## src/rtl/div_sub_seq_pkg.sv

```systemverilog
// ----------------------------------------------------------------------------
// div_sub_seq_pkg
// Shared definitions for the sequential subtract/divide unit: default operand
// width, FSM state encoding and the operation-select constants. The select
// constants share their encoding with the combinational add/multiply block
// (0 = add/subtract, 1 = multiply/divide).
// ----------------------------------------------------------------------------
package div_sub_seq_pkg;

    localparam int WIDTH_DEF = 16;

    typedef enum logic [1:0] {
        ST_IDLE = 2'b00,
        ST_SUB  = 2'b01,
        ST_DIV  = 2'b10,
        ST_DONE = 2'b11
    } state_e;

    localparam logic OP_SUM_SUB = 1'b0;
    localparam logic OP_MUL_DIV = 1'b1;

    // True for the states in which an operation is in flight.
    function automatic logic is_busy_state(input state_e s);
        return (s == ST_SUB) || (s == ST_DIV);
    endfunction

endpackage

```

## src/rtl/div_sub_seq_div_step.sv

```systemverilog
// ----------------------------------------------------------------------------
// div_step
// One combinational iteration of unsigned restoring division.
//   rem_i  : partial remainder from the previous iteration (always < div_i)
//   bit_i  : next dividend bit, MSB first
//   div_i  : divisor
//   rem_o  : new partial remainder
//   q_o    : quotient bit produced by this iteration
// The shifted remainder is formed at W+1 bits so the compare against the
// divisor cannot overflow; once the divisor is subtracted (or not) the result
// is again below the divisor and fits in W bits.
// ----------------------------------------------------------------------------
module div_step #(
    parameter int W = 16
) (
    input  logic [W-1:0] rem_i,
    input  logic         bit_i,
    input  logic [W-1:0] div_i,
    output logic [W-1:0] rem_o,
    output logic         q_o
);

    logic [W:0] shifted_s;
    logic       ge_s;

    assign shifted_s = {rem_i, bit_i};
    assign ge_s      = (shifted_s >= {1'b0, div_i});

    // Restore-or-subtract decision for this bit.
    always_comb begin
        rem_o = shifted_s[W-1:0];
        q_o   = 1'b0;
        if (ge_s) begin
            // When ge_s holds the difference is below div_i, so the top bit
            // of shifted_s cancels and the low W bits give the exact result.
            rem_o = shifted_s[W-1:0] - div_i;
            q_o   = 1'b1;
        end else begin
            rem_o = shifted_s[W-1:0];
            q_o   = 1'b0;
        end
    end

endmodule

```

## src/rtl/div_sub_seq.sv

```systemverilog
// ----------------------------------------------------------------------------
// div_sub_seq
// Sequential inverse-arithmetic unit: A - B (one cycle) or unsigned restoring
// A / B (WIDTH cycles, one quotient bit per cycle, MSB first).
//
// Ports
//   clk    : rising-edge clock
//   rst    : synchronous active-high reset
//   start  : request strobe, only sampled in IDLE
//   A, B   : minuend/dividend, subtrahend/divisor (latched on start)
//   sel    : 0 = subtract, 1 = divide
//   busy   : high while SUB or DIV is in progress
//   done   : one-cycle pulse in the cycle the results first become valid
//   saida  : difference or quotient (held until next result or reset)
//   resto  : remainder, 0 after a subtraction
//   err    : divide-by-zero flag
//
// Optional feature macro: DIV_ZERO_DETECT_EN
//   When defined, a zero divisor finishes in the first DIV cycle with
//   saida = all ones, resto = A and err = 1. When undefined, a zero divisor
//   runs all WIDTH iterations (yielding the same saida/resto) and err stays 0.
// ----------------------------------------------------------------------------
module div_sub_seq
    import div_sub_seq_pkg::*;
#(
    parameter int WIDTH = WIDTH_DEF
) (
    input  logic             clk,
    input  logic             rst,
    input  logic             start,
    input  logic [WIDTH-1:0] A,
    input  logic [WIDTH-1:0] B,
    input  logic             sel,
    output logic             busy,
    output logic             done,
    output logic [WIDTH-1:0] saida,
    output logic [WIDTH-1:0] resto,
    output logic             err
);

    localparam int               CNT_W     = $clog2(WIDTH) + 1;
    localparam logic [CNT_W-1:0] LAST_ITER = CNT_W'(WIDTH - 1);

    state_e           state_q, state_d;
    logic [WIDTH-1:0] a_q, a_d;       // dividend, shifted left one bit per iteration
    logic [WIDTH-1:0] b_q, b_d;
    logic [WIDTH-1:0] rem_q, rem_d;
    logic [WIDTH-1:0] quo_q, quo_d;
    logic [CNT_W-1:0] cnt_q, cnt_d;
    logic [WIDTH-1:0] saida_q, saida_d;
    logic [WIDTH-1:0] resto_q, resto_d;
    logic             err_q, err_d;
    logic             busy_q, busy_d;
    logic             done_q, done_d;

    logic [WIDTH-1:0] step_rem_s;
    logic             step_q_s;
    logic [WIDTH-1:0] quo_next_s;
    logic             zero_div_s;

    div_step #(
        .W(WIDTH)
    ) u_div_step (
        .rem_i (rem_q),
        .bit_i (a_q[WIDTH-1]),
        .div_i (b_q),
        .rem_o (step_rem_s),
        .q_o   (step_q_s)
    );

    assign quo_next_s = {quo_q[WIDTH-2:0], step_q_s};

`ifdef DIV_ZERO_DETECT_EN
    assign zero_div_s = (b_q == {WIDTH{1'b0}});
`else
    assign zero_div_s = 1'b0;
`endif

    // Next-state, datapath and output-register update logic.
    always_comb begin
        state_d = state_q;
        a_d     = a_q;
        b_d     = b_q;
        rem_d   = rem_q;
        quo_d   = quo_q;
        cnt_d   = cnt_q;
        saida_d = saida_q;
        resto_d = resto_q;
        err_d   = err_q;

        case (state_q)
            ST_IDLE: begin
                if (start) begin
                    a_d     = A;
                    b_d     = B;
                    rem_d   = {WIDTH{1'b0}};
                    quo_d   = {WIDTH{1'b0}};
                    cnt_d   = {CNT_W{1'b0}};
                    state_d = (sel == OP_MUL_DIV) ? ST_DIV : ST_SUB;
                end else begin
                    state_d = ST_IDLE;
                end
            end

            ST_SUB: begin
                saida_d = a_q - b_q;   // borrow discarded: wraps mod 2^WIDTH
                resto_d = {WIDTH{1'b0}};
                err_d   = 1'b0;
                state_d = ST_DONE;
            end

            ST_DIV: begin
                // Early exit only reachable in the first cycle: a_q is still
                // the unshifted dividend because the check precedes any shift.
                if (zero_div_s) begin
                    saida_d = {WIDTH{1'b1}};
                    resto_d = a_q;
                    err_d   = 1'b1;
                    state_d = ST_DONE;
                end else begin
                    rem_d = step_rem_s;
                    quo_d = quo_next_s;
                    a_d   = {a_q[WIDTH-2:0], 1'b0};
                    cnt_d = cnt_q + {{(CNT_W-1){1'b0}}, 1'b1};
                    if (cnt_q == LAST_ITER) begin
                        saida_d = quo_next_s;
                        resto_d = step_rem_s;
                        err_d   = 1'b0;
                        state_d = ST_DONE;
                    end else begin
                        state_d = ST_DIV;
                    end
                end
            end

            ST_DONE: begin
                state_d = ST_IDLE;
            end

            default: begin
                state_d = ST_IDLE;
            end
        endcase

        // busy/done are registered decodes of the state being entered so
        // they line up exactly with that state's cycle.
        busy_d = is_busy_state(state_d);
        done_d = (state_d == ST_DONE);
    end

    // State, datapath and output registers with synchronous reset.
    always_ff @(posedge clk) begin
        if (rst) begin
            state_q <= ST_IDLE;
            a_q     <= {WIDTH{1'b0}};
            b_q     <= {WIDTH{1'b0}};
            rem_q   <= {WIDTH{1'b0}};
            quo_q   <= {WIDTH{1'b0}};
            cnt_q   <= {CNT_W{1'b0}};
            saida_q <= {WIDTH{1'b0}};
            resto_q <= {WIDTH{1'b0}};
            err_q   <= 1'b0;
            busy_q  <= 1'b0;
            done_q  <= 1'b0;
        end else begin
            state_q <= state_d;
            a_q     <= a_d;
            b_q     <= b_d;
            rem_q   <= rem_d;
            quo_q   <= quo_d;
            cnt_q   <= cnt_d;
            saida_q <= saida_d;
            resto_q <= resto_d;
            err_q   <= err_d;
            busy_q  <= busy_d;
            done_q  <= done_d;
        end
    end

    assign busy  = busy_q;
    assign done  = done_q;
    assign saida = saida_q;
    assign resto = resto_q;
    assign err   = err_q;

endmodule

```

## config.mk

```make
export PLATFORM = sky130hd
export DESIGN_NAME = div_sub_seq
export DESIGN_NICKNAME = d
export VERILOG_FILES = /design/src/rtl/div_sub_seq_pkg.sv /design/src/rtl/div_sub_seq_div_step.sv /design/src/rtl/div_sub_seq.sv
export SDC_FILE = /design/constraint.sdc
export NUM_CORES = 1
export LEC_CHECK = 0
export ABC_AREA = 1
export ABC_CLOCK_PERIOD_IN_PS = 2400
export BUFFER_PORTS_ARGS = -buffer_cell sky130_fd_sc_hd__buf_2
export CORE_MARGIN = 4
export CORE_UTILIZATION = 55
export DETAILED_ROUTE_END_ITERATION = 10
export PLACE_DENSITY_LB_ADDON = 0.05
export SYNTH_ARGS = -nofsm -noshare
export SYNTH_HDL_FRONTEND = slang
export SYNTH_SLANG_ARGS = --single-unit
```

## constraint.sdc

```tcl
create_clock -name clk -period 2.4 [get_ports clk]
set_input_delay 0.36 -clock clk [delete_from_list [all_inputs] [get_ports clk]]
set_output_delay 0.36 -clock clk [all_outputs]
set_load 0.01 [all_outputs]
```

==> results by group <==
Critical path
  – Crit-path slowest cell: ha_2
  – Worst-path cell chain: inv_1, ha_2, nand2_1, nor2_1, nand4_1, nand2_1, nor2_4, nand2_8, nand2_1, nand3_1, a21oi_1
  – CP startpoint kind: register
  – WS Path Type: reg2reg
  – Critical path peak fanout: 17
  – Type of destination of the critical path: register
  – CP arrival: 2.55 ns
  – Critical Path RT: 2.73 ns
  – Crit-path max cell delay: 0.35 ns
  – Reg2reg start: b_q[7]
  – Cell repeated most along the worst path: nand2_1
  – R2r endpoint: rem_q[0]
  – Worst-case reg-to-reg path depth: 11
  – Register-to-Register Setup Slack: 0.17 ns

Timing
  – Max transition margin: 0.663
  – Pins over their slew limit: 0
  – Post-route clock skew: 0.0100 ns
  – Final Hold Viols: 0
  – Final setup fails: 0
  – Crit share post-route: 0.928
  – Tmin final: 2.23 ns
  – Fin Hold WS: 0.220 ns
  – Setup TNS: 0 ns
  – Worst setup margin: 0.174 ns
  – Max Freq: 0.449 GHz
  – Actual slew at the worst max-slew pin: 0.506 ns
  – Unrepaired setup endpoints after global routing: false

Power and ir drop
  – Psw: 1.94 mW
  – Power per cell area: 725 nW/um^2
  – Sequential power share: 0.407
  – Proportion of power drawn by the clock network: 0.211
  – Leak: 3.20 nW
  – Power Total: 4.82 mW
  – Max IR drop VDD: 0.523 mV
  – Internal: 2.89 mW
  – Combinational share of power: 0.382
  – Sw Share: 0.401

Route
  – Routed WL: 17300 um
  – Vias/cell: 5.64
  – Number of remaining DRC errors: 0
  – Antenna Nets Post-Route: 0
  – Vias: 6051
  – Mean routed wirelength per cell: 16.1 um
  – 1st-iter DRT viols: 561
  – DRT Pass-1 Iters: 5

Placement
  – Port-buffer cells: 69
  – Routability cong.: 1.04
  – Placed wire-length estimate: 13200 um
  – Setup WS pre-CTS: 0.140 ns

Synthesis
  – Synthesized area: 6010 um^2
  – Synth area leaders: dfxtp_1, nand2_1, a21oi_1
  – Synth Instances: 882
  – Post-Syn Nets: 957
  – Yosys reg bits: 104
  – Sequential area share after synthesis: 0.347
  – Largest area contributor in the netlist: dfxtp_1
  – Number of synthesis warnings: 0
  – Post-synth cell types: 38
  – Yosys top cell area share: 0.347
  – Avg Cell Area, Syn: 6.81 um^2

Final layout
  – NumNets Final: 1008
  – Commonest non-fill, non-tap cell in the layout: nand2_1
  – Core Util, Final: 0.635
  – Diode count: 0
  – Share of layout cells above drive strength 1: 0.129
  – Most frequent cells in the layout: nand2_1, dfxtp_1, a21oi_1, o21ai_0, inv_1
  – Fillers: 1000
  – Register area: 2080 um^2
  – Area growth syn-to-layout: 10.7%
  – Footprint of the multi-input gates: 3410 um^2

Worst hold path
  – Worst hold stages: 3
  – Hold Path Origin: A[4]
  – Worst hold endpoint: a_q[4]
  – Worst hold path class: in2reg

Clock tree
  – Num CTS Buffers: 9
  – Clock root buffer: clkbuf_8
  – Clock transition at path regs: 0.10 ns
  – CTS max path bufs: 2
  – H-tree depth: 3
  – CTS tree: built
  – Clock Latency Late Sink: 0.39 ns
  – Clock Sinks: 104

Floorplanning
  – Die H: 113 um
  – Initial Util: 0.574
  – Die area: 12700 um^2
  – IO Count: 71
  – Chip width: 113 um
  – Row cnt: 37
  – Core Area: 10500 um^2

Run status
  – Run status: finished clean

Global routing
  – Global-route wire length before repair: 28200 um
  – Initial antenna violation count: 0
  – GRT Total Usage: 0.277
  – Vias in the first global route: 5760
  – Largest net degree at the start of global routing: 91
  – Grt ovf: 0

Flow run
  – Total of max-cap violations: 0
state kept, by name (all words and copies together) (netlist names):
signal   cells
a_q         16
busy         1
state_q      2
cnt_q        5
resto       16
b_q         16
done         1
saida       16
quo_q       15
rem_q       16
cell type report:
class,count,area share
repair buffers,81,0.0693
well taps,136,0.0256
flip-flops and latches,104,0.313
inverters,95,0.0536
clock buffers,10,0.0192
clock inverters,5,0.00659
multi-input cells,642,0.513
logic make-up after synthesis:
family | after synthesis | share of synthesized area
adder cells (fa/ha/maj) | 39 | 0.0837
XOR/XNOR | 10 | 0.0146
other | 1 | 0.000624
flip-flops | 104 | 0.347
buffers and inverters | 137 | 0.0910
AO/OA/AOI/OAI | 226 | 0.199
AND/OR/NAND/NOR | 365 | 0.265
Yosys cell counts:
master,n
a211oi_1,1
a21o_1,2
a21oi_1,96
a21oi_2,2
a22oi_1,1
a31oi_1,24
and2_1,3
buf_1,3
buf_2,5
buf_4,1
buf_6,3
clkbuf_1,30
conb_1,1
dfxtp_1,104
fa_1,2
ha_1,37
inv_1,91
inv_2,4
nand2_1,212
nand2_2,2
nand2_4,2
nand3_1,58
nand3_2,2
nand3b_1,15
nand4_1,7
nor2_1,49
nor2_2,1
nor2_4,1
nor3_1,7
nor4_1,1
o211a_1,1
o21a_1,2
o21ai_0,94
o21bai_1,2
o22ai_1,1
or2_2,5
xnor2_1,5
xor2_1,5
worst max-delay path: cells and delay by family, from the launching register on:
family	cells	cell delay [ns]
simple gates	8	1.14
fa+ha+maj	1	0.35
flops	1	0.31
compound gates	1	0.18
buf+inv	1	0.16
routing by layer:
metal	wire, um	track usage	vias to the layer above
met5	0	0	-
met2	8160	0.461	221
li1	-	-	3022
met3	1120	0.0555	58
met1	7180	0.338	2750
met4	871	0.143	0
through the flow:
step                      cells  instance area [um^2]
after floorplan             882                  6010
after global placement     1055                  6440
after detailed placement   1055                  6440
after CTS                  1070                  6610
after global routing       1073                  6650
final                      1073                  6650
power groups by stage:
stage          registers [mW]  logic (mW)  clock network, mW
2_1_floorplan            1.97        1.32                  0
3_3_place_gp             1.99        1.77                  0
3_5_place_dp             2.00        1.78                  0
4_1_cts                  1.96        1.79               1.04
5_1_grt                  1.98        2.08               1.12
6_report                 1.96        1.84               1.02
how the worst max path moves through the flow:
stage          slack, ns    start  depth (start not counted)  endpoint
3_5_place_dp        0.14   b_q[7]                         11  resto[0]
3_3_place_gp        0.16   b_q[7]                         11  resto[0]
6_report            0.17   b_q[7]                         11  rem_q[0]
4_1_cts             0.12   b_q[7]                         11  rem_q[0]
5_1_grt             0.01   b_q[8]                         11  resto[0]
2_1_floorplan       0.62  a_q[15]                         11  resto[8]
repair_timing:
item | 4_1_cts | 5_1_grt
resized for setup | 0 | 5
setup endpoints to repair | 0 | 25
buffers inserted | 0 | 2
hold buffers | 0 | 0
(Power assumes the default switching activity.)
